`src/rtl/wb_master_arbiter_pkg.sv`:
```
// Shared definitions for the two-master Wishbone arbiter: FSM state
// encodings, grant codes, default watchdog limit and counter width.
package wb_master_arbiter_pkg;

  typedef enum logic [1:0] {
    ST_IDLE = 2'd0,
    ST_OWN0 = 2'd1,
    ST_OWN1 = 2'd2
  } arb_state_t;

  // grant_o codes: {m1 granted, m0 granted}
  localparam logic [1:0] GRANT_NONE = 2'b00;
  localparam logic [1:0] GRANT_M0   = 2'b01;
  localparam logic [1:0] GRANT_M1   = 2'b10;

  // Default watchdog limit in wb_clk cycles and width of its counter
  localparam int DEFAULT_TIMEOUT = 255;
  localparam int WDOG_W          = 16;

  // Grant vector is a pure decode of the FSM state
  function automatic logic [1:0] grant_of(input arb_state_t s);
    logic [1:0] g;
    case (s)
      ST_OWN0: g = GRANT_M0;
      ST_OWN1: g = GRANT_M1;
      default: g = GRANT_NONE;
    endcase
    return g;
  endfunction

endpackage

```
`src/rtl/wb_arb_watchdog.sv`:
```
// Watchdog for the arbiter: counts stalled strobe cycles and flags an
// abort on the cycle the count reaches TIMEOUT-1 with no slave response.
// Only instantiated when WB_ARB_WATCHDOG_EN is defined.
module wb_arb_watchdog
  import wb_master_arbiter_pkg::*;
#(
  parameter int TIMEOUT = DEFAULT_TIMEOUT
) (
  input  logic clk,
  input  logic rst,
  input  logic active,   // owner's cyc & stb are on the slave port
  input  logic resp,     // slave ack | err | rty this cycle
  input  logic clear,    // idle or owner releasing
  output logic expired   // abort this cycle
);

  localparam logic [WDOG_W-1:0] LIMIT = WDOG_W'(TIMEOUT - 1);

  logic [WDOG_W-1:0] count;

  // A response in the limit cycle masks the abort, so ack always wins
  assign expired = active && !resp && (count == LIMIT);

  // Stall counter: restarts on any response, release, idle or abort
  always_ff @(posedge clk or posedge rst) begin
    if (rst) begin
      count <= '0;
    end else if (clear || resp || expired) begin
      count <= '0;
    end else if (active) begin
      count <= count + WDOG_W'(1);
    end
  end

endmodule

```
`src/rtl/wb_master_arbiter.sv`:
```
// Two-master round-robin Wishbone arbiter sharing one bus-matrix port.
// The grant is held for the owner's whole cyc_i; handover to a waiting
// master happens on the release edge with no idle cycle in between.
// Optional feature: define WB_ARB_WATCHDOG_EN to abort hung slave
// accesses with err and a one-cycle timeout_o pulse.
module wb_master_arbiter
  import wb_master_arbiter_pkg::*;
#(
  parameter int dw      = 32,
  parameter int aw      = 32,
  parameter int TIMEOUT = DEFAULT_TIMEOUT
) (
  input  logic          wb_clk,
  input  logic          wb_rst,
  // master 0
  input  logic [aw-1:0] m0_adr_i,
  input  logic [dw-1:0] m0_dat_i,
  input  logic [3:0]    m0_sel_i,
  input  logic          m0_we_i,
  input  logic          m0_cyc_i,
  input  logic          m0_stb_i,
  input  logic [2:0]    m0_cti_i,
  input  logic [1:0]    m0_bte_i,
  output logic [dw-1:0] m0_dat_o,
  output logic          m0_ack_o,
  output logic          m0_err_o,
  output logic          m0_rty_o,
  // master 1
  input  logic [aw-1:0] m1_adr_i,
  input  logic [dw-1:0] m1_dat_i,
  input  logic [3:0]    m1_sel_i,
  input  logic          m1_we_i,
  input  logic          m1_cyc_i,
  input  logic          m1_stb_i,
  input  logic [2:0]    m1_cti_i,
  input  logic [1:0]    m1_bte_i,
  output logic [dw-1:0] m1_dat_o,
  output logic          m1_ack_o,
  output logic          m1_err_o,
  output logic          m1_rty_o,
  // shared slave-side port
  output logic [aw-1:0] s_adr_o,
  output logic [dw-1:0] s_dat_o,
  output logic [3:0]    s_sel_o,
  output logic          s_we_o,
  output logic          s_cyc_o,
  output logic          s_stb_o,
  output logic [2:0]    s_cti_o,
  output logic [1:0]    s_bte_o,
  input  logic [dw-1:0] s_dat_i,
  input  logic          s_ack_i,
  input  logic          s_err_i,
  input  logic          s_rty_i,
  // status
  output logic [1:0]    grant_o,
  output logic          timeout_o
);

  arb_state_t state_reg, state_next;
  logic       last_owner_reg, last_owner_next;  // 0 = m0, 1 = m1
  logic       own0, own1;
  logic       release_now;
  logic       owner_stb;
  logic       abort;

  assign own0        = (state_reg == ST_OWN0);
  assign own1        = (state_reg == ST_OWN1);
  assign release_now = (own0 && !m0_cyc_i) || (own1 && !m1_cyc_i);

  // State and round-robin history; reset drops the grant immediately
  always_ff @(posedge wb_clk or posedge wb_rst) begin
    if (wb_rst) begin
      state_reg      <= ST_IDLE;
      last_owner_reg <= 1'b1;
    end else begin
      state_reg      <= state_next;
      last_owner_reg <= last_owner_next;
    end
  end

  // Next-state: grant from idle, hold while owner's cyc is high, hand over on release
  always_comb begin
    state_next      = state_reg;
    last_owner_next = last_owner_reg;
    case (state_reg)
      ST_IDLE: begin
        if (m0_cyc_i && m1_cyc_i) begin
          state_next = last_owner_reg ? ST_OWN0 : ST_OWN1;
        end else if (m0_cyc_i) begin
          state_next = ST_OWN0;
        end else if (m1_cyc_i) begin
          state_next = ST_OWN1;
        end
      end
      ST_OWN0: begin
        if (!m0_cyc_i) begin
          last_owner_next = 1'b0;
          state_next      = m1_cyc_i ? ST_OWN1 : ST_IDLE;
        end
      end
      ST_OWN1: begin
        if (!m1_cyc_i) begin
          last_owner_next = 1'b1;
          state_next      = m0_cyc_i ? ST_OWN0 : ST_IDLE;
        end
      end
      default: begin
        state_next = ST_IDLE;
      end
    endcase
  end

  // Slave-side mux: forward the owner's request, everything 0 when idle
  always_comb begin
    s_adr_o   = '0;
    s_dat_o   = '0;
    s_sel_o   = '0;
    s_we_o    = 1'b0;
    s_cyc_o   = 1'b0;
    owner_stb = 1'b0;
    s_cti_o   = '0;
    s_bte_o   = '0;
    case (state_reg)
      ST_OWN0: begin
        s_adr_o   = m0_adr_i;
        s_dat_o   = m0_dat_i;
        s_sel_o   = m0_sel_i;
        s_we_o    = m0_we_i;
        s_cyc_o   = m0_cyc_i;
        owner_stb = m0_stb_i;
        s_cti_o   = m0_cti_i;
        s_bte_o   = m0_bte_i;
      end
      ST_OWN1: begin
        s_adr_o   = m1_adr_i;
        s_dat_o   = m1_dat_i;
        s_sel_o   = m1_sel_i;
        s_we_o    = m1_we_i;
        s_cyc_o   = m1_cyc_i;
        owner_stb = m1_stb_i;
        s_cti_o   = m1_cti_i;
        s_bte_o   = m1_bte_i;
      end
      default: ;
    endcase
  end

`ifdef WB_ARB_WATCHDOG_EN
  logic wd_active;
  logic wd_resp;
  logic wd_clear;

  // The watchdog sees the un-gated strobe so the abort cannot feed back on itself
  assign wd_active = s_cyc_o && owner_stb;
  assign wd_resp   = s_ack_i || s_err_i || s_rty_i;
  assign wd_clear  = (state_reg == ST_IDLE) || release_now;

  wb_arb_watchdog #(
    .TIMEOUT (TIMEOUT)
  ) u_watchdog (
    .clk     (wb_clk),
    .rst     (wb_rst),
    .active  (wd_active),
    .resp    (wd_resp),
    .clear   (wd_clear),
    .expired (abort)
  );
`else
  // Without the watchdog TIMEOUT has no effect; keep it referenced.
  localparam logic [15:0] unused_timeout = 16'(TIMEOUT);
  logic unused_release;
  assign unused_release = release_now;
  assign abort = 1'b0;
`endif

  // Abort withdraws the strobe for the cycle it fires; the grant itself holds
  assign s_stb_o   = owner_stb && !abort;
  assign timeout_o = abort;
  assign grant_o   = grant_of(state_reg);

  // Responses reach only the owner; read data is broadcast
  assign m0_dat_o = s_dat_i;
  assign m1_dat_o = s_dat_i;
  assign m0_ack_o = own0 && s_ack_i;
  assign m0_err_o = own0 && (s_err_i || abort);
  assign m0_rty_o = own0 && s_rty_i;
  assign m1_ack_o = own1 && s_ack_i;
  assign m1_err_o = own1 && (s_err_i || abort);
  assign m1_rty_o = own1 && s_rty_i;

endmodule

```
`config.mk`:
```
export PLATFORM = sky130hd
export DESIGN_NAME = wb_master_arbiter
export DESIGN_NICKNAME = d
export VERILOG_FILES = /design/src/rtl/wb_master_arbiter_pkg.sv /design/src/rtl/wb_arb_watchdog.sv /design/src/rtl/wb_master_arbiter.sv
export SDC_FILE = /design/constraint.sdc
export NUM_CORES = 1
export LEC_CHECK = 0
export CAP_MARGIN = 20
export CELL_PAD_IN_SITES_DETAIL_PLACEMENT = 1
export CELL_PAD_IN_SITES_GLOBAL_PLACEMENT = 1
export CORE_MARGIN = 1.5
export CORE_UTILIZATION = 12
export CTS_CLUSTER_SIZE = 24
export DETAILED_ROUTE_END_ITERATION = 12
export GPL_ROUTABILITY_DRIVEN = 0
export PLACE_DENSITY = 0.79
export SLEW_MARGIN = 10
export SYNTH_ARGS = -nofsm -noshare
export SYNTH_HDL_FRONTEND = slang
export SYNTH_SLANG_ARGS = --single-unit
```
`constraint.sdc`:
```
create_clock -name wb_clk -period 2 [get_ports wb_clk]
set_input_delay 0.2 -clock wb_clk [delete_from_list [all_inputs] [get_ports wb_clk]]
set_output_delay 0.2 -clock wb_clk [all_outputs]
set_load 0.1 [all_outputs]
```
==> results of run 1 <==
==> how the worst max path moves through the flow <==
| stage | start | end |
|---|---|---|
| 2_1_floorplan | state_reg[0] | s_dat_o[10] |
| 3_3_place_gp | state_reg[1] | s_cyc_o |
| 3_5_place_dp | state_reg[0] | s_dat_o[4] |
| 4_1_cts | state_reg[1] | s_dat_o[15] |
| 5_1_grt | state_reg[0] | s_dat_o[4] |
| 6_report | state_reg[0] | s_dat_o[4] |
==> layout make-up <==
cell class	count	area [um2]
repair buffers	250	3451
multi-input cells	177	1743
well taps	216	270.3
inverters	5	21.27
clock buffers	4	78.83
fillers	1732	10420
flip-flops and latches	3	78.83
==> per-layer routing <==
| layer | GRT usage [%] | wire length [um] | vias up | share of wire (%) |
|---|---|---|---|---|
| met3 | 2.238 | 798 | 45 | 6.6 |
| met2 | 25.47 | 6648 | 161 | 55 |
| met4 | 5.432 | 460 | 0 | 3.8 |
| met1 | 12.94 | 4131 | 1273 | 34 |
| met5 | 0 | 0 | - | 0 |
| li1 | - | - | 1227 | - |
==> per-stage QoR <==
| stage | setup WS (ns) | cell area (um2) |
|---|---|---|
| 2_1_floorplan | -0.2085 | 2372 |
| 3_3_place_gp | 0.2176 | 5383 |
| 3_5_place_dp | 0.1262 | 5383 |
| 4_1_cts | 0.01071 | 5570 |
| 5_1_grt | -0.02465 | 5643 |
| 6_report | 0.02649 | 5643 |
==> cell usage in the layout, fill, tap and decap left out <==
master,instances
a21oi_1,3
a221oi_1,1
a22o_4,1
a22oi_1,73
a22oi_2,2
and2_1,6
and2_2,1
and3b_1,1
buf_12,90
buf_16,2
buf_4,1
clkbuf_1,1
clkbuf_16,4
clkdlybuf4s50_1,156
conb_1,1
dfrtp_2,2
dfstp_2,1
ha_1,3
ha_4,3
inv_1,3
inv_2,1
inv_4,1
mux2i_1,1
nand2b_1,1
nor2b_2,28
nor2b_4,47
nor3b_1,1
o21ai_0,2
o41ai_2,2
==> kinds of logic (layout without fill, tap and decap cells) <==
| logic type | count (synthesis) | count (layout) | synth area share [%] |
|---|---|---|---|
| AND/OR/NAND/NOR | 85 | 85 | 26.94 |
| multiplexers | 1 | 1 | 0.5035 |
| buffers and inverters | 96 | 259 | 32.66 |
| AO/OA/AOI/OAI | 84 | 84 | 32.10 |
| adder cells (fa/ha/maj) | 6 | 6 | 3.776 |
| other | 1 | 1 | 0.1886 |
| flip-flops | 3 | 3 | 3.839 |
==> report_power, final <==
part           total [mW]  switching [mW]  internal (mW)  leakage (nW)
combinational        11.0            6.55           4.41          1.99
sequential          0.148          0.0465          0.102        0.0333
clock               0.324          0.0602          0.264        0.0382
total                11.4            6.66           4.77          2.06
==> repair_timing <==
action	in CTS	in global routing
gates cloned	2	1
pin swaps	1	0
buffers inserted	0	1
resized for setup	11	10
setup endpoints to repair	69	46
endpoints found under the hold margin	0	0
==> flow_metrics.tcl, run 1 <==
set metrics [dict create \
    status "finished clean" \
    final_nets 635 \
    crit_path_frequent_cell "buf_12" \
    final_core_util_pct 35.14 \
    grt_pass1_vias 3116 \
    critPathSlowestCell "dfrtp_2" \
    vias 2706 \
    path_buf_inv 3 \
    worstSetupPathType "reg -> out" \
    ant_nets 0 \
    core_area_mm2 0.01606 \
    synth_top_cell_by_area "a22oi_1" \
    synth_ff_type "dfrtp_1" \
    synth.yosys.seq_area_share_pct 3.839 \
    worstSkewPairLatency_ns 0.22 \
    r2r_end "state_reg[0]" \
    synth_common_cells "a22oi_1, nor2b_1, buf_4" \
    grt-ovfl-total 0 \
    slowest_delay_ns 0.45 \
    rows 46 \
    cp-end-kind "primary output" \
    antenna_found_initial 0 \
    synth_warnings 0 \
    io_buffers 240 \
    wl_per_cell_um 18.38 \
    synth_edf_count 0 \
    hold_path.class "in -> async" \
    setup_viol 0 \
    critPathTopFamily "buffers and inverters" \
    largest_reg_flops 2 \
    finalNonFillerCells 655 \
    crit_chain "inv_4 > ha_4 > buf_12 > a22oi_1 > nor2b_2 > buf_12" \
    clockBufferDepth 2 \
    yosysUniqueCellTypes 22 \
    hpwl_mm 9.502 \
    io_pins 338 \
    cp.depth 6 \
    syn-num-nets 471 \
    drv_cap 0 \
    cts_made_buffers 3 \
    hold_viol 0 \
    arrival_ns 1.77 \
    finalSetupTns_ns 0 \
    max_freq_ghz 0.5067 \
    syn-instance-count 276 \
    vias_per_cell 4.131 \
    cellPowerDensity_mw_per_mm2 2026 \
    cts_root_buf "clkbuf_16" \
    p_leak_nw 2.059 \
    die_w_um 131.7 \
    path_max_fanout 38 \
    die_y_um 131.7 \
    path_clk_slew_ns 0.03 \
    clock_sinks 3 \
    dr.pass1.iters 4 \
    startpoint_type "register" \
    synth_area_per_cell_um2 7.203 \
    globalRouteTotalUtil_pct 12.80 \
    start_util_pct 12.38 \
    worstPathRequired_ns 1.80 \
    drc 0 \
    die_area_mm2 0.01735 \
    syn_area_mm2 0.001988 \
    htreeDepth 1 \
    ctsHoldBuffers 0 \
    drt_iter0_markers 66 \
    dp.cells 647 \
    rrSetupSlack_ns 0.35 \
    drt_wl_total_mm 12.04 \
    num_antenna_cells 0 \
    total_power_mw 11.44 \
    async_flop_share_pct 100.0 \
    areaGrowthSynthToFinish_pct 183.8 \
    slew_violations 0 \
    ys_ff_latch 3 \
    grt_max_degree 39 \
    timing.hold.ws_ns 0.1751 \
    synth.area.top_cells "a22oi_1, buf_4, nor2b_1" \
    cts_tree "yes" \
    ir_worst_vdd_mv 0.9698 \
    fin_skew_ns 0.00001539 \
    synth_top_area_share_pct 28.32 \
    ff2ff_path_depth 6 \
    grt_pass1_wl_mm 17.60 \
    fin_crit_ns 1.974 \
    layout-drive-gt1-share_pct 42.37 \
    rsz0062_at_grt "true" \
    reg2reg_from "state_reg[1]" \
    period_share_pct 98.68 \
]
Note: power is estimated with default switching activity, not from simulation.
==> run 2: changes to the inputs <==
Settings changed: CORE_UTILIZATION 12 to 11, PLACE_DENSITY 0.79 to 0.76.
Clock period 2 ns to 1.6 ns, I/O delays scaled along.
==> run 2 against run 1 <==
Critical endpoint is now s_dat_o[8]. The run now ends with negative setup slack left. Combinational power is 44% higher. First-iteration DRC count increased by 42%. Clock power up 22%. Clock skew hardly changed. Via count up 3.4%. Critical path depth did not move. Final area rose by 11%. Wire length up 7.4%. Largest cell class unchanged. Register-to-register slack got worse by 0.43 ns.
==> flow_metrics.tcl, run 2 (synthesized netlist as in run 1, its figures left out) <==
set metrics [dict create \
    status "finished, violations left" \
    violations "negative setup slack" \
    setup_viol 84 \
    dr.pass1.iters 4 \
    worstSetupPathType "reg -> out" \
    final_common_cell "clkdlybuf4s50_1" \
    htreeDepth 1 \
    p_leak_nw 2.342 \
    hold_path.class "in -> async" \
    rsz0062_at_grt "true" \
    areaGrowthSynthToFinish_pct 215.7 \
    r2r_end "state_reg[1]" \
    worstPathRequired_ns 1.44 \
    reg2reg_from "state_reg[1]" \
    cp-startpoint "state_reg[1]" \
    timing.hold.ws_ns 0.1195 \
    slowest_delay_ns 0.43 \
    ir_worst_vdd_mv 1.139 \
    crit_path_frequent_cell "buf_12" \
    start_util_pct 11.38 \
    antenna_found_initial 0 \
    grt_pass1_vias 3058 \
    cellPowerDensity_mw_per_mm2 2601 \
    cp-end-kind "primary output" \
    layout_common_cells "clkdlybuf4s50_1, buf_12, nor2b_4" \
    vias 2797 \
    rows 48 \
    path_clk_slew_ns 0.03 \
    ff2ff_path_depth 6 \
    top_layer_used "met4" \
    grt_max_degree 40 \
    grt_pass1_wl_mm 16.55 \
    num_antenna_cells 0 \
    met3_length_mm 1.078 \
    drc 0 \
    largest_reg_flops 2 \
    layout-drive-gt1-share_pct 51.29 \
    grt-ovfl-total 0 \
    wl_met1_mm 4.271 \
    period_share_pct 117.5 \
    cts_tree "yes" \
    worst_slack_ns -0.2803 \
    io_buffers 240 \
    fin_skew_ns 0.0004143 \
    final_nets 660 \
    crit_end "s_dat_o[8]" \
    io_pins 338 \
    clock_sinks 3 \
    arrival_ns 1.72 \
    cts_root_buf "clkbuf_16" \
    critPathSlowestCell "dfrtp_2" \
    vias_per_cell 4.060 \
    core_area_mm2 0.01748 \
    die_w_um 137.4 \
    ctsHoldBuffers 0 \
    hold_viol 0 \
    fin_crit_ns 1.880 \
    worstSkewPairLatency_ns 0.22 \
    path_max_fanout 39 \
    hpwl_mm 9.393 \
    rrSetupSlack_ns -0.08 \
    cts_made_buffers 3 \
    slew_violations 0 \
    drt_iter0_markers 94 \
    globalRouteTotalUtil_pct 11.13 \
    die_area_mm2 0.01889 \
    drt_wl_total_mm 12.93 \
    wl_per_cell_um 18.76 \
    ant_nets 0 \
    drv_cap 0 \
    dr_wl_met2_mm 7.367 \
    crit_chain "inv_2 > ha_4 > buf_12 > a22oi_1 > nor2b_4 > buf_12" \
    startpoint_type "register" \
    total_power_mw 16.33 \
    clockBufferDepth 2 \
    die_y_um 137.4 \
    max_freq_ghz 0.5318 \
]
[run 2: worst min-delay path by stage]
stage,startpoint,endpoint,slack [ns]
6_report,wb_rst,state_reg[0],0.12
5_1_grt,wb_rst,state_reg[0],0.16
4_1_cts,wb_rst,state_reg[0],0.12
3_5_place_dp,s_dat_i[12],m0_dat_o[12],0.32
3_3_place_gp,s_dat_i[12],m0_dat_o[12],0.32
2_1_floorplan,wb_rst,state_reg[1],-0.09
[run 2: timing repair]
action                                 CTS  global route
setup endpoints to repair               84            84
gates resized for setup                 11            29
buffers inserted                         5             7
pin swaps                                1             2
endpoints found under the hold margin    0             0
gates cloned                             2             9
[run 2: area by class of cell]
| type | count | area, um2 |
|---|---|---|
| fill | 1869 | 11200 |
| timing repair buffer | 275 | 3800 |
| multi-input combinational | 177 | 2017 |
| tap | 225 | 281.5 |
| sequential | 3 | 78.83 |
| clock buffer | 4 | 78.83 |
| inverter | 5 | 21.27 |
[run 2: where the power goes]
part	switching (mW)	total (mW)	internal, mW
combinational	8.88	15.8	6.88
clock	0.0676	0.396	0.329
sequential	0.0436	0.171	0.127
[run 2: per-layer routing]
metal	track usage, %	vias to the layer above
met3	2.391	18
met4	2.281	0
li1	-	1283
met2	22.86	133
met5	0	-
met1	11.28	1363
[run 2: stage by stage]
stage               instances  TNS [ns]  util [%]  setup slack [ns]  cell area [um2]
floorplan                 276    -11.10         -           -0.2080             2730
global placement          662  -0.04040     32.75          -0.01708             5724
detailed placement        662    -2.829     32.75          -0.07898             5724
CTS                       673    -20.93     34.13           -0.2925             5964
global route              689    -23.92     35.92           -0.3312             6277
finish                    689    -19.68     35.92           -0.2803             6277
[run 2: worst max-delay path, delay by kind of cell, from the launching register on]
| kind | cells | cell delay, ns |
|---|---|---|
| buffers and inverters | 3 | 0.53 |
| adder cells (fa/ha/maj) | 1 | 0.21 |
| AND/OR/NAND/NOR | 1 | 0.16 |
| flip-flops | 1 | 0.43 |
| AO/OA/AOI/OAI | 1 | 0.14 |
